===== src/rtl/complex_demux_pack_ctrl.sv =====
// complex_demux_pack_ctrl
// Sequencing controller for the complex N-to-2N demux datapath. Pairs of
// half vectors (NI/2 complex elements each) arriving on a ready/valid stream
// are placed into the low and then the high half of a registered full vector
// (NI elements), which is presented on a ready/valid output.
//
// Ports:
//   clk         in   rising-edge clock
//   rst_n       in   asynchronous active-low reset
//   clr         in   synchronous clear, discards any partial or held vector
//   in_valid    in   half vector valid
//   in_ready    out  half vector can be accepted (combinational on out_ready)
//   in_data     in   half vector, ELEMENT_WIDTH*NI/2 bits
//   in_last     in   half vector closes a group (flushes a lone low half)
//   sel         out  demux select: 0 = low half next, 1 = high half next
//   out_valid   out  full vector valid
//   out_ready   in   consumer accepts the full vector
//   out_data    out  registered full vector, low half in the low bits
//   out_partial out  out_data holds a low half only, high half is zero
//   vec_count   out  completed output handshakes, wraps modulo 2^CNT_WIDTH
module complex_demux_pack_ctrl #(
  parameter int NI            = 8,
  parameter int ELEMENT_WIDTH = 64,
  parameter int CNT_WIDTH     = 16
) (
  input  logic                            clk,
  input  logic                            rst_n,
  input  logic                            clr,
  input  logic                            in_valid,
  output logic                            in_ready,
  input  logic [ELEMENT_WIDTH*NI/2-1:0]   in_data,
  input  logic                            in_last,
  output logic                            sel,
  output logic                            out_valid,
  input  logic                            out_ready,
  output logic [ELEMENT_WIDTH*NI-1:0]     out_data,
  output logic                            out_partial,
  output logic [CNT_WIDTH-1:0]            vec_count
);

  localparam int HW = ELEMENT_WIDTH * NI / 2;
  localparam int FW = 2 * HW;

  typedef enum logic [1:0] {
    ST_EMPTY = 2'd0,
    ST_HALF  = 2'd1,
    ST_FULL  = 2'd2
  } state_t;

  state_t                 r_state;
  logic                   r_out_valid;
  logic                   r_sel;
  logic                   r_partial;
  logic [FW-1:0]          r_data;
  logic [CNT_WIDTH-1:0]   r_vec_count;

  logic                   w_in_ready;
  logic                   w_accept;
  logic                   w_out_hs;
  state_t                 w_low_state;
  state_t                 w_nxt_state;
  logic                   w_nxt_partial;
  logic [FW-1:0]          w_nxt_data;

  // A presented vector blocks the input unless it is leaving this same cycle.
  assign w_in_ready = ~r_out_valid | out_ready;
  assign w_accept   = in_valid & w_in_ready;
  assign w_out_hs   = r_out_valid & out_ready;

  // A lone low half tagged last is flushed straight out as a partial vector.
  assign w_low_state = in_last ? ST_FULL : ST_HALF;

  // Next-state and next-vector selection; clr overrides everything.
  always_comb begin
    w_nxt_state   = r_state;
    w_nxt_partial = r_partial;
    w_nxt_data    = r_data;
    if (clr) begin
      w_nxt_state   = ST_EMPTY;
      w_nxt_partial = 1'b0;
      w_nxt_data    = {FW{1'b0}};
    end else begin
      case (r_state)
        ST_EMPTY: begin
          if (w_accept) begin
            w_nxt_state   = w_low_state;
            w_nxt_partial = in_last;
            w_nxt_data    = {{HW{1'b0}}, in_data};
          end else begin
            w_nxt_state   = r_state;
          end
        end
        ST_HALF: begin
          // in_last is irrelevant here: the pair is complete either way.
          if (w_accept) begin
            w_nxt_state   = ST_FULL;
            w_nxt_partial = 1'b0;
            w_nxt_data    = {in_data, r_data[HW-1:0]};
          end else begin
            w_nxt_state   = r_state;
          end
        end
        ST_FULL: begin
          if (w_out_hs) begin
            if (w_accept) begin
              w_nxt_state   = w_low_state;
              w_nxt_partial = in_last;
              w_nxt_data    = {{HW{1'b0}}, in_data};
            end else begin
              w_nxt_state   = ST_EMPTY;
            end
          end else begin
            w_nxt_state   = r_state;
          end
        end
        default: begin
          w_nxt_state   = ST_EMPTY;
          w_nxt_partial = 1'b0;
          w_nxt_data    = {FW{1'b0}};
        end
      endcase
    end
  end

  // State, registered status flags, vector storage and handshake counter.
  always_ff @(posedge clk or negedge rst_n) begin
    if (!rst_n) begin
      r_state     <= ST_EMPTY;
      r_out_valid <= 1'b0;
      r_sel       <= 1'b0;
      r_partial   <= 1'b0;
      r_data      <= {FW{1'b0}};
      r_vec_count <= {CNT_WIDTH{1'b0}};
    end else begin
      r_state     <= w_nxt_state;
      r_out_valid <= (w_nxt_state == ST_FULL);
      r_sel       <= (w_nxt_state == ST_HALF);
      r_partial   <= w_nxt_partial;
      r_data      <= w_nxt_data;
      // A handshake completing in a clr cycle still counts.
      if (w_out_hs) begin
        r_vec_count <= r_vec_count + CNT_WIDTH'(1);
      end else begin
        r_vec_count <= r_vec_count;
      end
    end
  end

  assign in_ready    = w_in_ready;
  assign sel         = r_sel;
  assign out_valid   = r_out_valid;
  assign out_partial = r_partial;
  assign out_data    = r_data;
  assign vec_count   = r_vec_count;

endmodule

===== config.mk =====
export PLATFORM = sky130hd
export DESIGN_NAME = complex_demux_pack_ctrl
export DESIGN_NICKNAME = d
export VERILOG_FILES = /design/src/rtl/complex_demux_pack_ctrl.sv
export SDC_FILE = /design/constraint.sdc
export NUM_CORES = 1
export LEC_CHECK = 0
export CAP_MARGIN = 20
export CORE_AREA = 2 2 310 312
export CTS_CLUSTER_DIAMETER = 30
export DETAILED_ROUTE_END_ITERATION = 7
export DIE_AREA = 0 0 312 314
export PLACE_DENSITY = 0.49
export RECOVER_POWER = 25
export SETUP_SLACK_MARGIN = 0.2
export SLEW_MARGIN = 20
export SYNTH_ARGS = -nofsm -noshare
export SYNTH_HDL_FRONTEND = slang
export SYNTH_SLANG_ARGS = --single-unit
export TNS_END_PERCENT = 1

===== constraint.sdc =====
create_clock -name clk -period 2 [get_ports clk]
set_clock_uncertainty 0.2 [all_clocks]
set_input_delay 0.2 -clock clk [delete_from_list [all_inputs] [get_ports clk]]
set_output_delay 0.2 -clock clk [all_outputs]
set_load 0.1 [all_outputs]

==> impl_metrics.tcl, run 1 <==
set metrics [dict create \
    dp_cells 4343 \
    post_drt_wl_per_cell_um 19.6 \
    p_sw_mw 14.4 \
    synth_compound_area_share_pct 5.93 \
    syn-num-nets 2564 \
    drv_slew 0 \
    cp-end-kind "flip-flop" \
    min_period_ns 2.00 \
    slew_headroom_pct 41.6 \
    place_area_um2 32000 \
    htree_levels 4 \
    hp-class "in -> reg" \
    cts_tree "done" \
    nets 3779 \
    cts_buffers 139 \
    first_global_vias 22000 \
    syn_inst 2301 \
    dieArea_um2 98000 \
    hold_viol_final 0 \
    syn_to_final_growth_pct 92.6 \
    internal_power_mw 31.8 \
    synthSimpleGateAreaFrac_pct 14.9 \
    clk_pin_slew_ns 0.04 \
    ant_nets 0 \
    criticalPathCategory "reg -> reg" \
    rows 113 \
    hpwl_mm 65.3 \
    mostFrequentLayoutCell "nand2_1" \
    initial_core_util_pct 24.0 \
    r2r_start "out_valid" \
    final_critical_path_setup_slack_ns 0.00308 \
    antenna_found_initial 1 \
    die_y_um 314 \
    cap_viol_max_count 0 \
    max-vdd-ir-drop_uv 599 \
    synth_seq_cells 533 \
    num_vias 21300 \
    grt_util_all_layers_pct 18.6 \
    fmax_ghz 0.501 \
    finalPower_mw 46.2 \
    ios 794 \
    tns_ns 0 \
    cts_root_buf "clkbuf_16" \
    clk_latency_ns 0.72 \
    worstPathArrival_ns 2.42 \
    synthAdderAreaFrac_pct 0.0552 \
    crit_chain "nand2_1 > o21ai_1 > a21boi_4 > buf_4 > buf_12 > buf_4 > buf_12 > mux2i_1" \
    cp.required_ns 2.43 \
    pwr-share-comb_pct 22.5 \
    place_congestion 0.827 \
    power_density_nw_per_um2 1060 \
    pwr-share-clk_pct 51.5 \
    status "finished, final reports clean" \
    switching_share_pct 31.2 \
    tightest_slew_ns 0.877 \
    drc 0 \
    crit_fanout 12 \
    max_stage_delay_ns 0.49 \
    clock-sinks 533 \
    min_from "in_data[12]" \
    synth.yosys.seq_area_share_pct 58.8 \
    cp-startpoint "out_valid" \
    drt-vias-per-instance 4.35 \
    grt_max_degree 63 \
    p_leak_nw 19.2 \
    synthMuxAreaShare_pct 11.4 \
    syn_area_um2 22700 \
    stdcell_area_um2 43700 \
    mostFrequentLayoutCells "nand2_1, dfrtp_1, buf_6, clkdlybuf4s50_1, dlygate4sd3_1" \
    portBuffers 793 \
    wirelength_mm 95.8 \
    dr.pass1.iters 5 \
    synth-xor-area-share_pct 0.579 \
    grt_pass1_wl_mm 140 \
    die_w_um 312 \
    finalNonFillerCells 4891 \
    core_area_um2 94400 \
    setup_violations 0 \
    dpl_worst_slack_ns -0.167 \
    startpoint_type "flip-flop" \
    synth_top_family_by_area "simple AND/OR/NAND/NOR gates" \
    seq_power_share_pct 26.0 \
    grt.overflow.total 0 \
    slowest_stage "dfrtp_4" \
    syn_avg_cell_area_um2 9.86 \
    drive_above_1_share_pct 28.2 \
    clockBufferDepth 3 \
    drt_iter0_markers 1220 \
    rsz0062_at_grt "yes" \
    synth_warnings 0 \
    fin_crit_sh_pct 99.8 \
    synth_cell_types 30 \
]
## logic make-up after synthesis
group           Yosys count
mux                     258
xor+xnor                 15
buf+inv                 427
fa+ha+maj                 1
compound gates          266
simple gates            801
flops                   533
## cells in the mapped netlist
master | count | area (um^2)
a21boi_1 | 1 | 7.51
a21oi_1 | 3 | 15.0
a21oi_2 | 1 | 8.76
and2_4 | 1 | 8.76
and3_1 | 1 | 6.26
and4_1 | 2 | 17.5
buf_1 | 15 | 56.3
buf_2 | 17 | 85.1
buf_4 | 25 | 188
buf_6 | 21 | 236
buf_8 | 1 | 15.0
clkbuf_1 | 91 | 342
dfrtp_1 | 533 | 13300
ha_1 | 1 | 12.5
inv_1 | 257 | 965
mux2_2 | 1 | 11.3
mux2i_1 | 257 | 2570
nand2_1 | 518 | 1940
nand2b_1 | 2 | 12.5
nand3_1 | 260 | 1300
nand3b_1 | 1 | 7.51
nand4_1 | 7 | 43.8
nor2_1 | 8 | 30.0
nor3b_2 | 1 | 12.5
o21a_1 | 1 | 7.51
o21ai_0 | 159 | 796
o21ai_1 | 100 | 500
o21ba_1 | 1 | 10.0
xnor2_1 | 12 | 105
xor2_1 | 3 | 26.3
## power groups by stage
stage	sequential, mW	clock (mW)	combinational (mW)
finish	12.0	23.8	10.4
global route	12.1	24.9	10.8
CTS	11.9	24.3	10.1
detailed placement	12.0	0	8.93
global placement	12.0	0	8.91
floorplan	16.1	0	1.64
## cell type report
cell class / count / area (um^2)
fill: 8783 / 50800
timing repair buffer: 1244 / 15100
sequential: 533 / 13400
multi-input combinational: 1341 / 7660
clock buffer: 193 / 4040
tap: 1265 / 1580
clock inverter: 57 / 982
inverter: 257 / 965
antenna: 1 / 2.50
## metrics by stage
stage / hold slack, ns / utilization (%)
detailed placement: -0.0589 / 33.9
CTS: 0.0110 / 44.4
floorplan: -0.296 / -
global route: 0.0468 / 46.3
global placement: -0.0580 / 33.9
finish: 0.0542 / 46.3
## per-layer routing
metal / part of all wire [%] / up-vias / GRT usage (%)
met5: 0 / - / 0
met4: 3.4 / 0 / 7.39
met3: 6.9 / 171 / 5.65
met2: 50 / 737 / 31.5
met1: 39 / 10400 / 22.0
li1: - / 9940 / -
## critical path, delay by kind of cell, from the launching register on
| kind | cells | cell delay, ns |
|---|---|---|
| DFF | 1 | 0.49 |
| muxes | 1 | 0.20 |
| and+or+nand+nor | 1 | 0.09 |
| AOI/OAI and AO/OA | 2 | 0.29 |
| buffers and inverters | 4 | 0.62 |
## flip-flops by register name, indices dropped and copies added, names as in the netlist
register / flops
sel: 1
out_valid: 1
r_state: 2
vec_count: 16
out_data: 512
out_partial: 1
## what timing repair did
| item | in CTS | in global routing |
|---|---|---|
| setup endpoints to repair | 1035 | 884 |
| setup buffers | 6 | 15 |
| gates cloned | 7 | 9 |
| hold buffers | 260 | 0 |
| pin swaps | 4 | 4 |
| gates resized for setup | 539 | 382 |
| endpoints found under the hold margin | 1044 | 0 |
## final timing paths
| check | cells past startpoint | slack, ns | to |
|---|---|---|---|
| max | 8 | 0.003 | out_data[435] |
| min | 3 | 0.05 | out_data[12] |
| max reg2reg | 8 | 0.003 | out_data[435] |
| min reg2reg | 1 | 0.30 | vec_count[9] |
| max in group asynchronous | 4 | 0.18 | out_data[453] |
| min in group asynchronous | 4 | 0.56 | out_data[172] |
(Power assumes the default switching activity.)
==> inputs of run 2 (changes only) <==
--- a/config.mk
+++ b/config.mk
@@ -12,7 +12,6 @@
 export DIE_AREA = 0 0 312 314
 export PLACE_DENSITY = 0.49
 export RECOVER_POWER = 25
-export SETUP_SLACK_MARGIN = 0.2
 export SLEW_MARGIN = 20
 export SYNTH_ARGS = -nofsm -noshare
 export SYNTH_HDL_FRONTEND = slang
==> constraint.sdc (replaced) <==
create_clock -name clk -period 2 [get_ports clk]
set_clock_uncertainty 0.2 [all_clocks]
set_input_delay 0.2 -clock clk [delete_from_list [all_inputs] [get_ports clk]]
set_output_delay 0.2 -clock clk [all_outputs]
set_load 0.01 [all_outputs]
==> impl_metrics.tcl, run 2 (synthesized netlist as in run 1, its figures left out) <==
set metrics [dict create \
    status "finished, final reports clean" \
    r2r_start "r_state[0]" \
    grt_util_met2_pct 30.0 \
    largest_register_ffs 512 \
    seq_power_share_pct 28.7 \
    worst_r2r_path_depth 6 \
    cts_tree "done" \
    hp-class "in -> reg" \
    fmax_ghz 0.506 \
    pwr-share-comb_pct 12.4 \
    reg2reg_to "out_data[312]" \
    mostFrequentLayoutCell "dfrtp_1" \
    initial_core_util_pct 24.0 \
    cp-end-kind "flip-flop" \
    setup_violations 0 \
    drt_iter0_markers 1261 \
    cts_buffers 146 \
    dr.pass1.iters 5 \
    max-vdd-ir-drop_uv 693 \
    clock-sinks 533 \
    hold_viol_final 0 \
    htree_levels 4 \
    slew_headroom_pct 51.9 \
    nets 3781 \
    finalNonFillerCells 4899 \
    grtUsageMet3_pct 6.52 \
    dp_cells 4353 \
    min_period_ns 1.98 \
    dieArea_um2 98000 \
    critPathBufInv 6 \
    tns_ns 0 \
    whs_endpoint "vec_count[5]" \
    grtUsageMet1_pct 21.1 \
    cap_viol_max_count 0 \
    fin_crit_sh_pct 98.8 \
    drive_above_1_share_pct 12.2 \
    max_stage_delay_ns 0.57 \
    whs_ns 0.117 \
    die_w_um 312 \
    p_sw_mw 10.1 \
    wirelength_mm 92.1 \
    core_area_um2 94400 \
    internal_power_mw 30.9 \
    grt_max_degree 66 \
    num_vias 20900 \
    cp-startpoint "in_valid" \
    slowest_stage "dlygate4sd3_1" \
    place_congestion 0.814 \
    rsz0062_at_grt "yes" \
    min_from "out_ready" \
    final_core_util_pct 43.0 \
    criticalPathCategory "in -> reg" \
    worstPathArrival_ns 2.40 \
    cp.required_ns 2.42 \
    p_leak_nw 19.7 \
    startpoint_type "input pin" \
    crit_chain "dlygate4sd3_1 > clkdlybuf4s50_1 > buf_4 > a21boi_4 > buf_12 > clkbuf_16 > clkbuf_16 > mux2i_1" \
    grt.overflow.total 0 \
    clockBufferDepth 3 \
    syn_to_final_growth_pct 79.2 \
    grt_pass1_wl_mm 136 \
    clk_latency_ns 0.71 \
    die_y_um 314 \
    drv_slew 0 \
    finalPower_mw 41.1 \
    post_drt_wl_per_cell_um 18.8 \
    hpwl_mm 64.7 \
    pwr-share-clk_pct 58.9 \
    cts_root_buf "clkbuf_16" \
    power_density_nw_per_um2 1010 \
    tightest_slew_ns 0.722 \
    hold_depth 4 \
    drt-vias-per-instance 4.27 \
    drc 0 \
    antenna_found_initial 3 \
    grt_util_all_layers_pct 18.1 \
    grt_busiest_layer "met2" \
    crit_family "buffers and inverters" \
    first_global_vias 21900 \
    crit_top_cell "clkbuf_16" \
    portBuffers 793 \
    clk_pin_slew_ns 0.04 \
    ios 794 \
    rows 113 \
    switching_share_pct 24.7 \
    r2r_slack_ns 0.03 \
    ant_nets 0 \
    crit_fanout 7 \
    mostFrequentLayoutCells "dfrtp_1, dlygate4sd2_1, nand2_1, dlygate4sd3_1, nand3_1" \
]
run 2: worst register-to-register path, cell delays in order, from the launching register on:
cell       delay, ns
dfrtp_2         0.44
a21oi_4         0.19
a21boi_4        0.36
buf_12          0.17
clkbuf_16       0.17
clkbuf_16       0.17
mux2i_1         0.18
run 2: worst max-delay path by stage:
stage	end	slack (ns)	depth (start not counted)
2_1_floorplan	out_data[187]	0.05	9
3_3_place_gp	out_data[480]	-0.16	7
3_5_place_dp	out_data[473]	-0.17	7
4_1_cts	out_data[465]	0.0005	5
5_1_grt	out_data[312]	-0.05	8
6_report	out_data[312]	0.02	8
run 2: cell type report:
cell class                 instances  area [um^2]
clock inverter                    74         1000
clock buffer                     189         4130
tap                             1265         1580
fill                            9253        53800
multi-input combinational       1341         7500
sequential                       533        13300
antenna                            1         2.50
timing repair buffer            1239        12100
inverter                         257          965
run 2: power groups by stage:
| stage | Sequential (mW) | Clock, mW | Combinational (mW) |
|---|---|---|---|
| after floorplan | 12.2 | 0 | 1.61 |
| after global placement | 11.9 | 0 | 5.00 |
| after detailed placement | 11.9 | 0 | 5.00 |
| after CTS | 11.8 | 24.7 | 5.05 |
| after global routing | 11.8 | 25.3 | 5.50 |
| final | 11.8 | 24.2 | 5.10 |
run 2: per-stage QoR:
step / instance area, um^2 / setup slack, ns
after floorplan: 22700 / 0.0530
after global placement: 33200 / -0.158
after detailed placement: 33200 / -0.173
after CTS: 40300 / 0.000471
after global routing: 40600 / -0.0509
final: 40600 / 0.0246
run 2: routing by layer:
layer  share of wire [%]  vias up  routed length [um]
met5               0.011        -                  10
met4                 3.6        2                3280
met3                 7.6      173                7020
met2                  49      703               44700
met1                  40    10100               37100
li1                    -     9942                   -
run 2: timing repair:
action / CTS / global route
hold buffers: 263 / 1
setup endpoints to repair: 535 / 193
pin swaps: 0 / 3
gates resized for setup: 539 / 19
endpoints found under the hold margin: 1049 / 11
cloned: 0 / 9
buffers inserted: 1 / 8
